### src/rtl/cordic_pkg.sv
// rtl/cordic_pkg.sv - shared types, Q-format helpers and constant generators for the CORDIC exp engine
package cordic_pkg;

    typedef enum logic [1:0] {
        IDLE = 2'd0,
        FRAC = 2'd1,
        INT  = 2'd2,
        DONE = 2'd3
    } state_e;

    function automatic int int_bits(input int w, input int f);
        return w - f;
    endfunction

    function automatic int acc_width(input int w);
        return w + 2;
    endfunction

    function automatic int idx_width(input int n);
        return (n > 1) ? $clog2(n) : 1;
    endfunction

    // round(ln(1 + 2^-i) * 2^f) via ln(1+t) = 2*atanh(t/(2+t)), evaluated in Q60
    function automatic int ln_entry(input int i, input int f);
        logic [127:0] z, z2, term, sum;
        z    = (128'd1 << 60) / ((128'd1 << (i + 1)) + 128'd1);
        z2   = (z * z) >> 60;
        term = z;
        sum  = '0;
        for (int k = 0; k < 24; k++) begin
            sum  = sum + term / 128'(2 * k + 1);
            term = (term * z2) >> 60;
        end
        sum = sum << 1;
        return int'((sum + (128'd1 << (59 - f))) >> (60 - f));
    endfunction

    function automatic int e_scaled(input int f, input bit neg);
        logic [127:0] term, pos, negs;
        term = 128'd1 << 60;
        pos  = '0;
        negs = '0;
        for (int k = 0; k < 30; k++) begin
            if (neg && (k % 2 == 1)) negs = negs + term;
            else                     pos  = pos + term;
            term = term / 128'(k + 1);
        end
        return int'((pos - negs + (128'd1 << (59 - f))) >> (60 - f));
    endfunction

    function automatic int e_pos(input int f);
        return e_scaled(f, 1'b0);
    endfunction

    function automatic int e_neg(input int f);
        return e_scaled(f, 1'b1);
    endfunction

endpackage

### src/rtl/cordic_exp_frac_step.sv
// rtl/cordic_exp_frac_step.sv - one shift-add step of the fractional exponent iteration
module cordic_exp_frac_step #(
    parameter int AW = 24,
    parameter int F  = 12,
    parameter int IW = 4
) (
    input  logic [AW-1:0] acc_i,
    input  logic [F-1:0]  r_i,
    input  logic [F-1:0]  ln_i,
    input  logic [IW-1:0] i_i,
    output logic [AW-1:0] acc_o,
    output logic [F-1:0]  r_o
);

    always_comb begin
        acc_o = acc_i;
        r_o   = r_i;
        if (r_i >= ln_i) begin
            r_o   = r_i - ln_i;
            acc_o = acc_i + (acc_i >> i_i);
        end
    end

endmodule

### src/rtl/cordic_exp_seq.sv
// rtl/cordic_exp_seq.sv - sequential e^x: shift-add fractional part, then multiply by e^+-1 per integer step
module cordic_exp_seq
    import cordic_pkg::*;
#(
    parameter int W = 22,
    parameter int F = 12,
    parameter int N = 12
) (
    input  logic         clk,
    input  logic         rst_n,
    input  logic         in_valid,
    output logic         in_ready,
    input  logic [W-1:0] x,
    output logic         out_valid,
    input  logic         out_ready,
    output logic [W-1:0] y,
    output logic         ovf,
    output logic         udf
);

    localparam int AW = acc_width(W);
    localparam int NW = int_bits(W, F);
    localparam int IW = idx_width(N);
    localparam logic [AW-1:0] ONE     = AW'(1) << F;
    localparam logic [W-1:0]  Y_MAX   = {1'b0, {(W-1){1'b1}}};
    localparam logic [AW-1:0] ACC_MAX = AW'(Y_MAX);
    localparam logic [W-1:0]  E_POS   = W'(e_pos(F));
    localparam logic [W-1:0]  E_NEG   = W'(e_neg(F));

    state_e               state_q, state_d;
    logic [AW-1:0]        acc_q, acc_d;
    logic [F-1:0]         r_q, r_d;
    logic signed [NW-1:0] n_q, n_d;
    logic [IW-1:0]        i_q, i_d;
    logic [W-1:0]         y_q, y_d;
    logic                 ovf_q, ovf_d, udf_q, udf_d;
    logic                 live_q;

    logic [F-1:0] ln_rom [2**IW];
    for (genvar g = 0; g < 2**IW; g++) begin : g_ln
        localparam logic [F-1:0] LN_G = (g < N) ? F'(ln_entry(g, F)) : '0;
        assign ln_rom[g] = LN_G;
    end

    logic [AW-1:0] frac_acc;
    logic [F-1:0]  frac_r;

    cordic_exp_frac_step #(.AW(AW), .F(F), .IW(IW)) u_frac_step (
        .acc_i (acc_q),
        .r_i   (r_q),
        .ln_i  (ln_rom[i_q]),
        .i_i   (i_q),
        .acc_o (frac_acc),
        .r_o   (frac_r)
    );

    logic [2*W-1:0]       prod;
    logic [AW-1:0]        int_acc;
    logic signed [NW-1:0] int_n;

    // acc never exceeds Y_MAX while in INT, so its low W bits are the whole value
    always_comb begin
        prod    = {{W{1'b0}}, acc_q[W-1:0]} * {{W{1'b0}}, (n_q[NW-1] ? E_NEG : E_POS)};
        int_acc = AW'(prod >> F);
        int_n   = n_q[NW-1] ? n_q + NW'(1) : n_q - NW'(1);
    end

    always_comb begin
        state_d = state_q;
        acc_d   = acc_q;
        r_d     = r_q;
        n_d     = n_q;
        i_d     = i_q;
        y_d     = y_q;
        ovf_d   = ovf_q;
        udf_d   = udf_q;
        case (state_q)
            IDLE: begin
                if (in_valid && in_ready) begin
                    n_d     = $signed(x[W-1:F]);
                    r_d     = x[F-1:0];
                    acc_d   = ONE;
                    i_d     = '0;
                    ovf_d   = 1'b0;
                    udf_d   = 1'b0;
                    state_d = FRAC;
                end
            end
            FRAC: begin
                acc_d = frac_acc;
                r_d   = frac_r;
                i_d   = i_q + IW'(1);
                if (i_q == IW'(N - 1)) begin
                    if (n_q == '0) begin
                        y_d     = frac_acc[W-1:0];
                        state_d = DONE;
                    end else begin
                        state_d = INT;
                    end
                end
            end
            INT: begin
                acc_d = int_acc;
                n_d   = int_n;
                if (int_acc > ACC_MAX) begin
                    ovf_d   = 1'b1;
                    y_d     = Y_MAX;
                    state_d = DONE;
                end else if (int_acc == '0) begin
                    udf_d   = 1'b1;
                    y_d     = '0;
                    state_d = DONE;
                end else if (int_n == '0) begin
                    y_d     = int_acc[W-1:0];
                    state_d = DONE;
                end
            end
            DONE: begin
                if (out_ready) state_d = IDLE;
            end
            default: state_d = IDLE;
        endcase
    end

    always_ff @(posedge clk or negedge rst_n) begin
        if (!rst_n) begin
            state_q <= IDLE;
            acc_q   <= '0;
            r_q     <= '0;
            n_q     <= '0;
            i_q     <= '0;
            y_q     <= '0;
            ovf_q   <= 1'b0;
            udf_q   <= 1'b0;
            live_q  <= 1'b0;
        end else begin
            state_q <= state_d;
            acc_q   <= acc_d;
            r_q     <= r_d;
            n_q     <= n_d;
            i_q     <= i_d;
            y_q     <= y_d;
            ovf_q   <= ovf_d;
            udf_q   <= udf_d;
            live_q  <= 1'b1;
        end
    end

    assign in_ready  = (state_q == IDLE) && live_q;
    assign out_valid = (state_q == DONE);
    assign y         = y_q;
    assign ovf       = ovf_q;
    assign udf       = udf_q;

endmodule

### config.mk
export PLATFORM = sky130hd
export DESIGN_NAME = cordic_exp_seq
export DESIGN_NICKNAME = d
export VERILOG_FILES = /design/src/rtl/cordic_pkg.sv /design/src/rtl/cordic_exp_frac_step.sv /design/src/rtl/cordic_exp_seq.sv
export SDC_FILE = /design/constraint.sdc
export NUM_CORES = 1
export LEC_CHECK = 0
export CAP_MARGIN = 0
export CELL_PAD_IN_SITES_DETAIL_PLACEMENT = 0
export CELL_PAD_IN_SITES_GLOBAL_PLACEMENT = 1
export CORE_ASPECT_RATIO = 1.4
export CORE_MARGIN = 5
export CORE_UTILIZATION = 45
export CTS_BUF_LIST = sky130_fd_sc_hd__clkbuf_16
export DETAILED_ROUTE_END_ITERATION = 10
export GPL_ROUTABILITY_DRIVEN = 0
export PLACE_DENSITY = 0.76
export SYNTH_ARGS = -nofsm -noshare
export SYNTH_HDL_FRONTEND = slang
export SYNTH_SLANG_ARGS = --single-unit
export TNS_END_PERCENT = 10
### constraint.sdc
create_clock -name clk -period 6.8 [get_ports clk]
set_clock_uncertainty 0.1 [all_clocks]
set_input_delay 1.02 -clock clk [delete_from_list [all_inputs] [get_ports clk]]
set_output_delay 1.02 -clock clk [all_outputs]
set_load 0.005 [all_outputs]
After elaboration in Yosys (flattened, before gate mapping)
Memories as Yosys holds them, arrays and structs flattened. Cells that the tools add are included.

Eq/ne operators: 13. Multiply operators: 1. Muxes and demuxes: 34. Divide/modulo/power cells: 0. Bitwise operators: 1. Shifts and indexed selects: 1. Reduce and logical (&&, ||, !) cells: 19. Add/subtract/negate cells: 5. Order comparisons: 3.

Operators with widths (number): $mux W22 (5); $pmux W24 S3 (1); $mux W12 (4); $mux W24 (2); $pmux W22 S2 (1); $mul A22 B14 Y36 (1); $add A24 B24 Y24 (1); $gt A24 B21 Y1 const B (1); $logic_not A24 Y1 (1); $pmux W12 S2 (1); $shr A24 B4 Y24 (1); $logic_not A10 Y1 (2); $mux W10 (2); $pmux W10 S2 (1); $mux W14 (1); $ge A12 B12 Y1 (1); $mux W2 (6); $ne A2 B2 Y1 const B (6); $reduce_and A4 Y1 (3); $sub A12 B12 Y12 (1); $add A10 B2 Y10 const B (1); $sub A10 B2 Y10 const B (1); $reduce_and A3 Y1 (3); $pmux W2 S4 (1); other kinds (17) (29).

Memories: 1. Register bits: 77. Output and inout bits: 26. RAM bits: 0. Memory bits (read-only): 192. Bits in latches: 0. Input bits: 26. Logic and storage cells: 88.

Memory list: (no name shown) (words 16, width 12, rd ports 1, clocked after Yosys merged registers in 0, write ports 0, RTL line cordic_exp_seq.sv:51) `.ln_i (ln_rom[i_q]),`.

Longest topological paths before layout
Depth after elaboration: 9. Depth in mapped cells: 30. Depth with buffers taken out: 27.

Cells and area by module
Synthesis repeated with hierarchy kept, for this count alone.

Cells, all modules: 1951. Area, all modules: 16427.0 µm².

Modules (own cells, without submodules): cordic_exp_seq (seq. area each 1926.8 µm², times used 1, area an instance 13312.8 µm², cells each 1480); cordic_exp_frac_step (seq. area each 0.0 µm², times used 1, area an instance 3114.2 µm², cells each 471).

Worst setup path before layout
No wires, ideal clock.

Kind: register to register. From: register n_q[9]. To: register y_q[2], in the netlist y[2]. Setup time: 79 ps. Stages on the path, launching flop included: 29. Required time: 6621 ps. Path slack: -527 ps. Clock period less this slack: 7327 ps. Buffers on the path: 4. Data arrival time: 7148 ps. Path through: dfrtp_1 buf_2 clkinv_1 buf_1 nor2_1 fa_1 inv_1 fa_1 inv_1 fa_1 fa_1 fa_1 inv_1 fa_1 inv_1 ha_1 buf_2 a21oi_1 o21ai_0 a31oi_1 a311oi_1 or2_1 a21o_1 a211o_1 a2111oi_4 a31oi_2 a21oi_4 buf_12 mux2i_1.

Word-level cells in the longest chain between the ends: 6. Elaborated cells between the ends (all ways): 16. Classes of those cells: add/sub (2); mul (1); order compare (1); eq/ne (2); mux (6); reduce/logical (4).

RTL lines: from (decl) (RTL line cordic_exp_seq.sv:33) `logic signed [NW-1:0] n_q, n_d;`; from (signal assigned) (RTL line cordic_exp_seq.sv:140) `n_q <= n_d;`; parallel branches: the longest is 6 deep, another holds $mul A22 B14 Y36; to (signal assigned) (RTL line cordic_exp_seq.sv:142) `y_q <= y_d;`; to (decl) (RTL line cordic_exp_seq.sv:35) `logic [W-1:0] y_q, y_d;`.

Parallel ways; which one is timed is not known. The select of a mux whose other input is x is not followed. A chain may end at the register's enable or synchronous reset.

Worst setup path after layout
From: register n_q[9]. To: register y_q[12], in the netlist y[12].

The elaborated chain is that of the path after synthesis.

==> results.cfg <==
[routing]
antenna_left = 0
drt_wl_total_um = 48000
viasPerCell = 5.49
drtIter0Drc = 652
wire_per_inst_um = 19.4
drcViolationCount = 0
drt_pass1_iterations = 5
num_vias = 13600

[synthesis]
ys_top_cells_by_area = fa_1 24%, ha_1 16%, dfrtp_1 12%, inv_1 7.7%, mux2i_1 3.6%
synth_top_area_share = 0.243
synthFlopType = dfrtp_1
synth_seq_cells = 77
synth-async-reset-ratio = 1.00
synth_edf_count = 0
syn_inst = 1783
syn_nets = 2191
synth.distinct_cells = 84
syn_area_per_cell_um2 = 8.74
synth_seq_area_share = 0.124
synth_warnings = 0
synth_top_cell_by_area = fa_1
syn-cell-area_mm2 = 0.0156

[clock_network]
cts_buffers = 9
htreeDepth = 3
clock_latency_ns = 0.36
hold_buffers = 0
clk_path_buf_depth = 2
clkTransAtPathRegs_ns = 0.08
cts_tree = yes
cts_root_buffer = clkbuf_16
numClockSinks = 77

[global_route]
grt_pass1_wl_um = 74600
grt_use_total = 0.244
grt_overflow_total = 0
grt_max_degree = 61
antenna_found_initial = 0
grt_pass1_vias = 14400

[worst_setup_path]
crit_arrival_ns = 7.56
worstReg2RegStart = n_q[9]
path_class = reg -> reg
slowest_delay_ns = 0.56
start_kind = register
worstSetupEndpointType = register
r2r-end = y[12]
crit_path_start = n_q[9]
rrSetupSlack_ns = -0.58
cp.required_ns = 6.98
cpMostUsedCell = fa_1
cp_max_fo = 11
crit_path_top_delay_cell = fa_2
worstRegToRegCells = 30
worstSetupEndpoint = y[12]

[die]
die_w_um = 167
io_pins = 52
die_y_um = 230
dieArea_mm2 = 0.0385
core_mm2 = 0.0341
start_util = 0.456
rows = 80

[placed_design]
io_buffers = 51
place_hpwl_um = 39700
place_area_mm2 = 0.0182

[flow_run]
drv_cap = 0

[timing]
fmax_mhz = 135
tightestPinTransition_ns = 0.990
rsz0062_at_grt = true
final_period_minus_worst_setup_slack_ns = 7.38
setup_viol_count_final = 25
final_hold_viol_count = 0
min_period_over_period = 1.09
slew_headroom = 0.340
drv_slew = 0
setup_slack_ns = -0.580

[finish]
finalInstanceArea_mm2 = 0.0193
final_layout_size_suffix_gt1_frac = 0.213
num-nets-final = 2426
utilization = 0.567
diodes = 0
area_growth_pct = 24.2

[run_status]
outcome = complete, but fails checks
violations = setup timing

[hold_path]
hp-class = reg -> reg
## worst min path at each step
stage | start | endpoint | slack [ns] | depth (start not counted)
6_report | n_q[8] | n_q[8] | 0.42 | 2
2_1_floorplan | n_q[8] | n_q[8] | 0.38 | 2
4_1_cts | rst_n | r_q[6] | 0.42 | 1
5_1_grt | rst_n | r_q[7] | 0.43 | 1
3_5_place_dp | n_q[8] | n_q[8] | 0.41 | 2
3_3_place_gp | n_q[4] | n_q[4] | 0.40 | 2
## metal layers
metal,global-route usage,share of wire
met3,0.0313,0.032
met2,0.459,0.53
met4,0.110,0.052
met5,0,0
met1,0.272,0.38
## Yosys cell counts (all sizes together) (20+ instances only)
cell,instances
o21ai,83
clkbuf,64
nand3,23
o22ai,40
fa,189
nand2,130
and3,20
nor3,28
xor2,22
dfrtp,77
a21oi,111
a22oi,20
a21o,29
nor2,113
xnor2,47
ha,193
mux2i,56
inv,320
## flip-flops by register name, summed over array words and instances, names as in the netlist
signal / count
acc_q: 24
i_q: 4
live_q: 1
n_q: 10
ovf: 1
r_q: 12
state_q: 2
udf: 1
y: 22
## critical path, delay by kind of cell, from the launching register on
kind,cells,cell delay (ns)
buffers and inverters,11,1.18
DFF,1,0.52
adders and majority gates,7,3.33
and+or+nand+nor,5,0.71
muxes,1,0.18
xor gates and xnor gates,1,0.20
AOI/OAI and AO/OA,5,1.06
## kinds of logic after synthesis
logic type,after synthesis,share of synthesized area
muxes,78,0.0627
DFF,77,0.124
other,2,0.000482
and+or+nand+nor,380,0.113
AOI/OAI and AO/OA,387,0.161
buffers and inverters,406,0.101
xor gates and xnor gates,69,0.0388
adders and majority gates,384,0.399
## metrics by stage
| stage | std cells | hold slack, ns | TNS (ns) | setup WS (ns) |
|---|---|---|---|---|
| detailed placement | 2437 | 0.410 | -14.92 | -0.636 |
| CTS | 2455 | 0.420 | -10.49 | -0.463 |
| global route | 2474 | 0.427 | -18.50 | -0.769 |
| finish | 2474 | 0.418 | -13.10 | -0.580 |
| floorplan | 1783 | 0.378 | 0 | 0.0000364 |
| global placement | 2437 | 0.401 | -12.34 | -0.533 |
## area by class of cell
type	instances	area, um^2
clock buffers	9	225
multi-input cells	1300	12700
repair buffers	303	2610
inverters	325	1230
flip-flops and latches	77	1930
clock inverters	7	116
fillers	3090	14800
well taps	451	564
repair inverters	2	17.5
## cells in the final DEF, fill, tap and decap left out, types with 9 or more instances in the layout
cell               n
ha_1             177
o21ai_0           67
xnor2_1           44
mux2i_1           56
a21oi_2            9
inv_1            307
o21a_1             9
fa_2              13
o21ai_1           11
nor2_1           104
nand2_2           14
buf_4            234
mux4_2            15
dfrtp_1           74
a22oi_1           20
nor3_1            24
clkdlybuf4s50_1   50
and3_1            18
a31oi_1            9
ha_4              11
a21oi_1           98
nand2_1          115
o22ai_1           38
o21bai_1          11
a211oi_1          15
clkbuf_16         14
nand3_1           20
inv_2             13
xor2_1            21
fa_1             176
a21o_1            28
## what timing repair did
item	in CTS	in global routing
setup endpoints to repair	26	34
gates cloned	1	6
pin swaps	1	32
buffers inserted	1	15
resized for setup	17	130
Power is not shown: default switching activity piles up to over one toggle a cycle in this logic, so the estimate is an artifact.
